File: config.mk
export PLATFORM = sky130hd
export DESIGN_NAME = mul_div_unit
export DESIGN_NICKNAME = d
export VERILOG_FILES = /design/src/rtl/mul_div_unit.sv
export SDC_FILE = /design/constraint.sdc
export NUM_CORES = 1
export LEC_CHECK = 0
export BUFFER_PORTS_ARGS = -buffer_cell sky130_fd_sc_hd__buf_2
export CORE_ASPECT_RATIO = 2
export CORE_MARGIN = 2
export CORE_UTILIZATION = 62
export DETAILED_ROUTE_END_ITERATION = 7
export PLACE_DENSITY = 0.9
export SLEW_MARGIN = 0
export SYNTH_ARGS = -nofsm -noshare
export SYNTH_HDL_FRONTEND = slang
export SYNTH_SLANG_ARGS = --single-unit
File: constraint.sdc
create_clock -name clk -period 6.59 [get_ports clk]
set_input_delay 1.318 -clock clk [delete_from_list [all_inputs] [get_ports clk]]
set_output_delay 1.318 -clock clk [all_outputs]
set_load 0.02 [all_outputs]
File: src/rtl/mul_div_unit.sv
// Iterative 32-cycle MULT/MULTU/DIV/DIVU unit with HI/LO registers.
// Shift-add multiply and restoring divide on operand magnitudes, signs fixed at the end.
module mul_div_unit (
   input  logic        clk,
   input  logic        rst,
   input  logic        start,
   input  logic [1:0]  op,
   input  logic [31:0] a,
   input  logic [31:0] b,
   input  logic        hi_we,
   input  logic        lo_we,
   input  logic [31:0] wdata,
   output logic        busy,
   output logic        done,
   output logic [31:0] hi,
   output logic [31:0] lo
);

   typedef enum logic {IDLE, RUN} state_t;

   state_t      state, stateNext;
   logic [5:0]  cnt;
   logic        isDiv;
   logic        negRes;
   logic        negRem;
   logic        divZero;
   logic [31:0] aOrig;
   logic [63:0] acc;
   logic [31:0] mcand;
   logic [32:0] rem;
   logic [31:0] quo;

   logic        signA, signB;
   logic [31:0] magA, magB;
   logic [32:0] sum;
   logic [63:0] accStep;
   logic [32:0] shifted;
   logic [32:0] diff;
   logic [32:0] remStep;
   logic [31:0] quoStep;
   logic [63:0] prodFix;
   logic [31:0] quoFix;
   logic [31:0] remFix;
   logic        lastIter;

   assign busy     = (state == RUN);
   assign lastIter = (cnt == 6'd31);

   always_comb begin
      stateNext = state;
      case (state)
         IDLE: if (start) stateNext = RUN;
         RUN:  if (lastIter) stateNext = IDLE;
         default: stateNext = IDLE;
      endcase
   end

   // op[0]=0 selects the signed variants
   always_comb begin
      signA = ~op[0] & a[31];
      signB = ~op[0] & b[31];
      magA  = signA ? -a : a;
      magB  = signB ? -b : b;
   end

   always_comb begin
      sum     = {1'b0, acc[63:32]} + (acc[0] ? {1'b0, mcand} : 33'd0);
      accStep = {sum, acc[31:1]};
      shifted = {rem[31:0], quo[31]};
      diff    = shifted - {1'b0, mcand};
      remStep = diff[32] ? shifted : diff;
      quoStep = {quo[30:0], ~diff[32]};
      prodFix = negRes ? -accStep : accStep;
      quoFix  = negRes ? -quoStep : quoStep;
      remFix  = negRem ? -remStep[31:0] : remStep[31:0];
   end

   always_ff @(posedge clk or negedge rst) begin
      if (!rst) begin
         state   <= IDLE;
         cnt     <= 6'd0;
         done    <= 1'b0;
         hi      <= 32'd0;
         lo      <= 32'd0;
         isDiv   <= 1'b0;
         negRes  <= 1'b0;
         negRem  <= 1'b0;
         divZero <= 1'b0;
         aOrig   <= 32'd0;
         acc     <= 64'd0;
         mcand   <= 32'd0;
         rem     <= 33'd0;
         quo     <= 32'd0;
      end else begin
         state <= stateNext;
         done  <= 1'b0;
         if (state == IDLE) begin
            if (start) begin
               cnt     <= 6'd0;
               isDiv   <= op[1];
               negRes  <= signA ^ signB;
               negRem  <= signA & op[1];
               divZero <= op[1] & (b == 32'd0);
               aOrig   <= a;
               acc     <= {32'd0, magA};
               mcand   <= magB;
               rem     <= 33'd0;
               quo     <= magA;
            end else begin
               if (hi_we) hi <= wdata;
               if (lo_we) lo <= wdata;
            end
         end else begin
            cnt <= cnt + 6'd1;
            acc <= accStep;
            rem <= remStep;
            quo <= quoStep;
            if (lastIter) begin
               done <= 1'b1;
               if (!isDiv) begin
                  {hi, lo} <= prodFix;
               end else if (divZero) begin
                  hi <= aOrig;
                  lo <= 32'hFFFF_FFFF;
               end else begin
                  hi <= remFix;
                  lo <= quoFix;
               end
            end
         end
      end
   end

endmodule
---- Word-level counts from Yosys, hierarchy flattened ----
Cells that the tools add are included.
word-level totals
  bits in registers ....................... 268
  latch bits .............................. 0
  RAM bits ................................ 0
  ROM bits ................................ 0
  bits of input ports ..................... 103
  output and inout bits ................... 66
  memories kept ........................... 0
operators by class
  $add $sub $neg .......................... 8
  multipliers ............................. 0
  div/mod/pow operators ................... 0
  magnitude comparators ................... 0
  eq/ne operators ......................... 3
  shift operators ......................... 0
  muxes and demuxes ....................... 32
  bitwise operators ....................... 8
  reductions and logical operators ........ 7
operator list
  operator               count
  $mux W32               22
  $mux W64               3
  $neg A32 Y32           4
  $neg A64 Y64           1
  $add A32 B32 Y33       1
  $sub A33 B32 Y33       1
  $logic_not A32 Y1      1
  $mux W6                2
  $add A6 B1 Y6 const B  1
  $eq A6 B5 Y1 const B   1
  $reduce_and A3 Y1      2
  $reduce_bool A2 Y1     3
  $and A1 B1 Y1          4
  $mux W1                4
  $ne A2 B1 Y1 const B   2
  $not A1 Y1             3
  $pmux W1 S2            1
  $reduce_and A2 Y1      1
  $xor A1 B1 Y1          1

---- Longest topological paths before layout ----
  depth after elaboration ................. 8
  depth in mapped cells ................... 23
  mapped depth without buffers ............ 21

---- Least setup slack after synthesis ----
No wires, ideal clock.
  path type ............................... register to register
  from .................................... register rem[7]
  to ...................................... register lo[28]
  library setup time ...................... 0.137 ns
  arrival ................................. 4.796 ns
  required time ........................... 6.453 ns
  setup slack ............................. 1.657 ns
  cell stages (with the launch flop) ...... 22
  period minus slack after synthesis ...... 4.933 ns
  path through ............................ dfrtp_1 > ha_1 > clkbuf_1 > nand4_1 > nor3_1 > o211ai_1 > o211ai_1 > mux2_2 > inv_2 > clkbuf_1 > buf_1 > ha_1 > nand2b_1 > or3_1 > nand2b_1 > or3_1 > o21ai_0 > xnor2_1 > o21ai_0 > o21ai_0 > mux2i_1 > a21oi_1
between the ends
  word-level cells in the longest chain between the ends .. 8
RTL lines
  element                 RTL line  text
  from (decl)             30        logic [32:0] rem;
  from (signal assigned)  116       rem <= remStep;
  $sub A33 B32 Y33        70        diff = shifted - {1'b0, mcand};
  $not A1 Y1              72        quoStep = {quo[30:0], ~diff[32]};
  $neg A32 Y32            74        quoFix = negRes ? -quoStep : quoStep;
  $mux W32                74
  $mux W32                122       end else if (divZero) begin
  $mux W32                120       if (!isDiv) begin
  $mux W32                118       if (lastIter) begin
  $mux W32                97        if (state == IDLE) begin
  to (signal assigned)    111       if (lo_we) lo <= wdata;
  to (signal assigned)    121       {hi, lo} <= prodFix;
  to (signal assigned)    127       lo <= quoFix;
  to (decl)               16        output logic [31:0] lo
No other way between the ends. The select of a mux whose other input is x is not followed.
A chain may end at the register's enable or synchronous reset.

---- Worst setup path in the final report ----
  from .................................... register rem[8]
  to ...................................... register hi[2]
between the ends
  word-level cells in the longest chain between the ends .. 8
RTL lines
  element               RTL line  text
  $sub A33 B32 Y33 *    70
  $mux W32 *            71        remStep = diff[32] ? shifted : diff;
  $neg A32 Y32          75        remFix = negRem ? -remStep[31:0] : remStep[31:0];
  $mux W32 *            75
  $mux W32 *            122
  $mux W32 *            120
  $mux W32 *            118
  $mux W32 *            97
  to (signal assigned)  121
  to (signal assigned)  123       hi <= aOrig;
  to (signal assigned)  126       hi <= remFix;
  to (decl)             15        output logic [31:0] hi,
Mark *: on every way between the ends. The rest lies on a longest branch, timed or not. The select of a mux whose other input is x is not followed.

==> summary.md <==
* **initial antenna violation count** 8
* **number of nets produced by synthesis** 2707
* **worst setup path end** hi[2]$_DFFE_PN0P_
* **fmax** 179 MHz
* **number of storage elements in the synthesis netlist** 268
* **Required @ worst endpoint** 7.08 ns
* **number of vias per cell** 6.87
* **worst-skew pair later-pin latency** 0.58 ns
* **Antenna Nets Post-Route** 0
* **number of H-tree levels** 1
* **Setup Total Neg Slack** 0 ns
* **global-route usage over all layers** 43.9%
* **hold-fix buffer count after cts** 0
* **HPWL Detailed** 57000 um
* **remaining design rule violation count** 7
* **Core Region** 32100 um^2
* **setup clock skew after layout** 0.0318 ns
* **final wirelength** 76400 um
* **share of post-route cells with drive strength above 1** 11.2%
* **maximum root-to-sink buffer count** 3
* **arrival time of the worst setup path** 6.08 ns
* **Die X-Extent** 132 um
* **CTS tree** built
* **clock-pin slew reported for the worst setup and hold paths after clock tree synthesis** 0.07 ns
* **actual slew at the worst max-slew pin** 1.18 ns
* **critical path peak fanout** 32
* **Tmin final** 5.60 ns
* **setup repair after global routing missed its margin** false
* **GP Congestion** 0.982
* **Min-Delay Startpoint** aOrig[11]$_DFFE_PN0P_
* **number of distinct library cell variants in the gate-level netlist after synthesis** 83
* **R2R Path End** hi[2]$_DFFE_PN0P_
* **standard-cell rows** 93
* **Ys Warns** 0
* **initial core utilization** 62.8%
* **final hold violation count** 0
* **Resized Gates After CTS** 0
* **sequential-to-total area share from yosys stat** 33.3%
* **run status** finished, violations left
* **period utilisation layout** 85.0%
* **number of CTS-inserted buffers** 27
* **I/O Buffers** 168
* **crit start category** flop
* **violated checks** DRC
* **Reg-to-Reg Start** rem[8]$_DFFE_PN0P_
* **mean cell area of the mapped netlist** 7.96 um^2
* **cell at the root of the clock tree** sky130_fd_sc_hd__clkbuf_16
* **headroom to the max-slew limit** 21.4%
* **post-synthesis instance area** 20200 um^2
* **number of global-route vias before repair** 20800
* **wire length of the first global-routing pass** 117000 um
* **Layout Area Growth over Synthesis** 9.85%
* **count of final max-slew check failures** 0
* **maximum number of pins on one net before global-route repair** 124
* **total of max-cap violations** 0
* **GRT Residual Overflow** 0
* **final layout net count** 2778
* **number of clock sinks seen by CTS** 268
* **top-level port count** 169
* **number of flops mapped to enable cells by yosys** 0
* **vias post-DR** 21000
* **Final setup violation count** 0
* **main flop type after synthesis** sky130_fd_sc_hd__dfrtp_1
* **final routed wire length divided by cell count** 25.0 um
* **height of the chip** 259 um
* **Worst Hold Class** reg2reg
* **# Post-CTS Setup Buffers** 0
* **flop2flop setup slack** 0.99 ns
* **post-synthesis cell count** 2532
* **Total Die Area** 34100 um^2
* **number of DRC violations after detailed-routing iteration 0** 2457
* **DRT Pass-1 Iters** 8
* **kind of critical path** reg2reg
* **Post-synth ARST share** 100%
* **r2r worst-path depth** 16
* **kind of end point of the critical path** flop
* **worst setup path start** rem[8]$_DFFE_PN0P_
-- logic make-up (layout without fill, tap and decap cells) --
group	Yosys count	after routing	synth area share (%)
compound gates	740	740	24.1
xor+xnor	234	234	10.2
fa+ha+maj	72	72	4.54
buf+inv	225	316	4.24
flops	268	268	33.3
mux	24	24	1.20
other cells	0	9	0
simple gates	969	969	22.4
-- layout by cell type, fill, tap and decap left out, types with 30 or more instances in the layout --
| cell | n |
|---|---|
| sky130_fd_sc_hd__a21oi_1 | 158 |
| sky130_fd_sc_hd__a22o_1 | 30 |
| sky130_fd_sc_hd__a31oi_1 | 60 |
| sky130_fd_sc_hd__and2_1 | 45 |
| sky130_fd_sc_hd__and3_1 | 46 |
| sky130_fd_sc_hd__buf_2 | 167 |
| sky130_fd_sc_hd__dfrtp_1 | 265 |
| sky130_fd_sc_hd__ha_1 | 70 |
| sky130_fd_sc_hd__inv_1 | 67 |
| sky130_fd_sc_hd__nand2_1 | 423 |
| sky130_fd_sc_hd__nor2_1 | 211 |
| sky130_fd_sc_hd__nor3_1 | 44 |
| sky130_fd_sc_hd__o211ai_1 | 38 |
| sky130_fd_sc_hd__o21ai_0 | 182 |
| sky130_fd_sc_hd__o221ai_1 | 37 |
| sky130_fd_sc_hd__o31ai_1 | 67 |
| sky130_fd_sc_hd__or3_1 | 32 |
| sky130_fd_sc_hd__xnor2_1 | 158 |
| sky130_fd_sc_hd__xor2_1 | 76 |
-- flip-flops by register name, indices dropped and copies added, names as in the netlist, 6 cells and up --
register  flops
cnt           6
mcand        32
acc          64
rem          32
quo          32
lo           32
aOrig        32
hi           32
-- worst max-delay path, stage by stage (launching register included) --
cell and delay [ns]:
sky130_fd_sc_hd__dfrtp_1 0.44, sky130_fd_sc_hd__ha_1 0.50, sky130_fd_sc_hd__nand4_1 0.17, sky130_fd_sc_hd__nor3_1 0.78, sky130_fd_sc_hd__o211ai_1 0.21, sky130_fd_sc_hd__o211ai_1 0.35, sky130_fd_sc_hd__mux2_2 0.43, sky130_fd_sc_hd__inv_2 0.10
sky130_fd_sc_hd__buf_4 0.33, sky130_fd_sc_hd__mux2i_1 0.37, sky130_fd_sc_hd__ha_1 0.29, sky130_fd_sc_hd__nor2_1 0.09, sky130_fd_sc_hd__xnor2_1 0.20, sky130_fd_sc_hd__mux2i_1 0.10, sky130_fd_sc_hd__a21oi_1 0.80, sky130_fd_sc_hd__a21oi_1 0.15
sky130_fd_sc_hd__o21ai_0 0.20
-- layout make-up --
| type | instances | area [um^2] |
|---|---|---|
| Multi-Input combinational cell | 2039 | 12600 |
| Clock buffer | 34 | 742 |
| Fill cell | 2691 | 9970 |
| Timing Repair Buffer | 196 | 1070 |
| Clock inverter | 15 | 178 |
| Tap cell | 427 | 534 |
| Antenna cell | 9 | 22.5 |
| Sequential cell | 268 | 6710 |
| Inverter | 71 | 268 |
-- cells in the mapped netlist, drive strengths merged, types with 8 or more instances --
cell type,instances,area share [%]
o21ai,185,4.6
nor4,18,0.56
a21o,24,0.89
nor2b,10,0.31
mux2i,22,1.1
nor3,44,1.1
and4,10,0.43
nand3,26,0.65
o221ai,37,1.6
a21oi,159,3.9
nand4,17,0.56
or3,32,0.99
a211o,8,0.35
nand2,425,7.9
o211ai,38,1.4
inv,69,1.3
and2,45,1.4
ha,70,4.3
dfrtp,268,33
o41ai,20,0.91
a31o,12,0.52
o22ai,13,0.40
xor2,76,3.3
clkbuf,144,2.7
a31oi,60,1.9
nand3b,10,0.37
o31ai,67,2.5
a211oi,12,0.45
and3,46,1.4
nand2b,15,0.47
a22o,30,1.3
or2,17,0.53
xnor2,158,6.9
buf,10,0.24
o21a,10,0.37
or4,18,0.73
nor2,214,4.1
-- through the flow --
step | std cells | utilization (%) | setup slack, ns | hold WS, ns | area [um^2]
6_report | 3059 | 69.0 | 0.991 | 0.488 | 22100
3_3_place_gp | 3001 | 66.0 | 1.36 | 0.458 | 21200
2_1_floorplan | 2532 | - | 1.66 | 0.440 | 20200
4_1_cts | 3050 | 68.9 | 1.17 | 0.487 | 22100
3_5_place_dp | 3001 | 66.0 | 1.22 | 0.465 | 21200
5_1_grt | 3057 | 68.9 | 0.832 | 0.497 | 22100
-- layer usage --
metal | wire length [um] | part of all wire [%] | track usage, %
met1 | 24300 | 32 | 44.2
met3 | 6030 | 7.9 | 7.77
met4 | 9260 | 12 | 44.8
met2 | 36800 | 48 | 74.5
met5 | 14 | 0.018 | 0
-- how the worst min path moves through the flow --
stage	end	slack [ns]	depth (start not counted)
6_report	aOrig[11]$_DFFE_PN0P_	0.49	2
5_1_grt	aOrig[4]$_DFFE_PN0P_	0.50	2
4_1_cts	aOrig[15]$_DFFE_PN0P_	0.49	2
3_5_place_dp	aOrig[15]$_DFFE_PN0P_	0.46	2
3_3_place_gp	aOrig[3]$_DFFE_PN0P_	0.46	2
2_1_floorplan	aOrig[16]$_DFFE_PN0P_	0.44	2
Power is not shown: default switching activity piles up to over one toggle a cycle in this logic, so the estimate is an artifact.
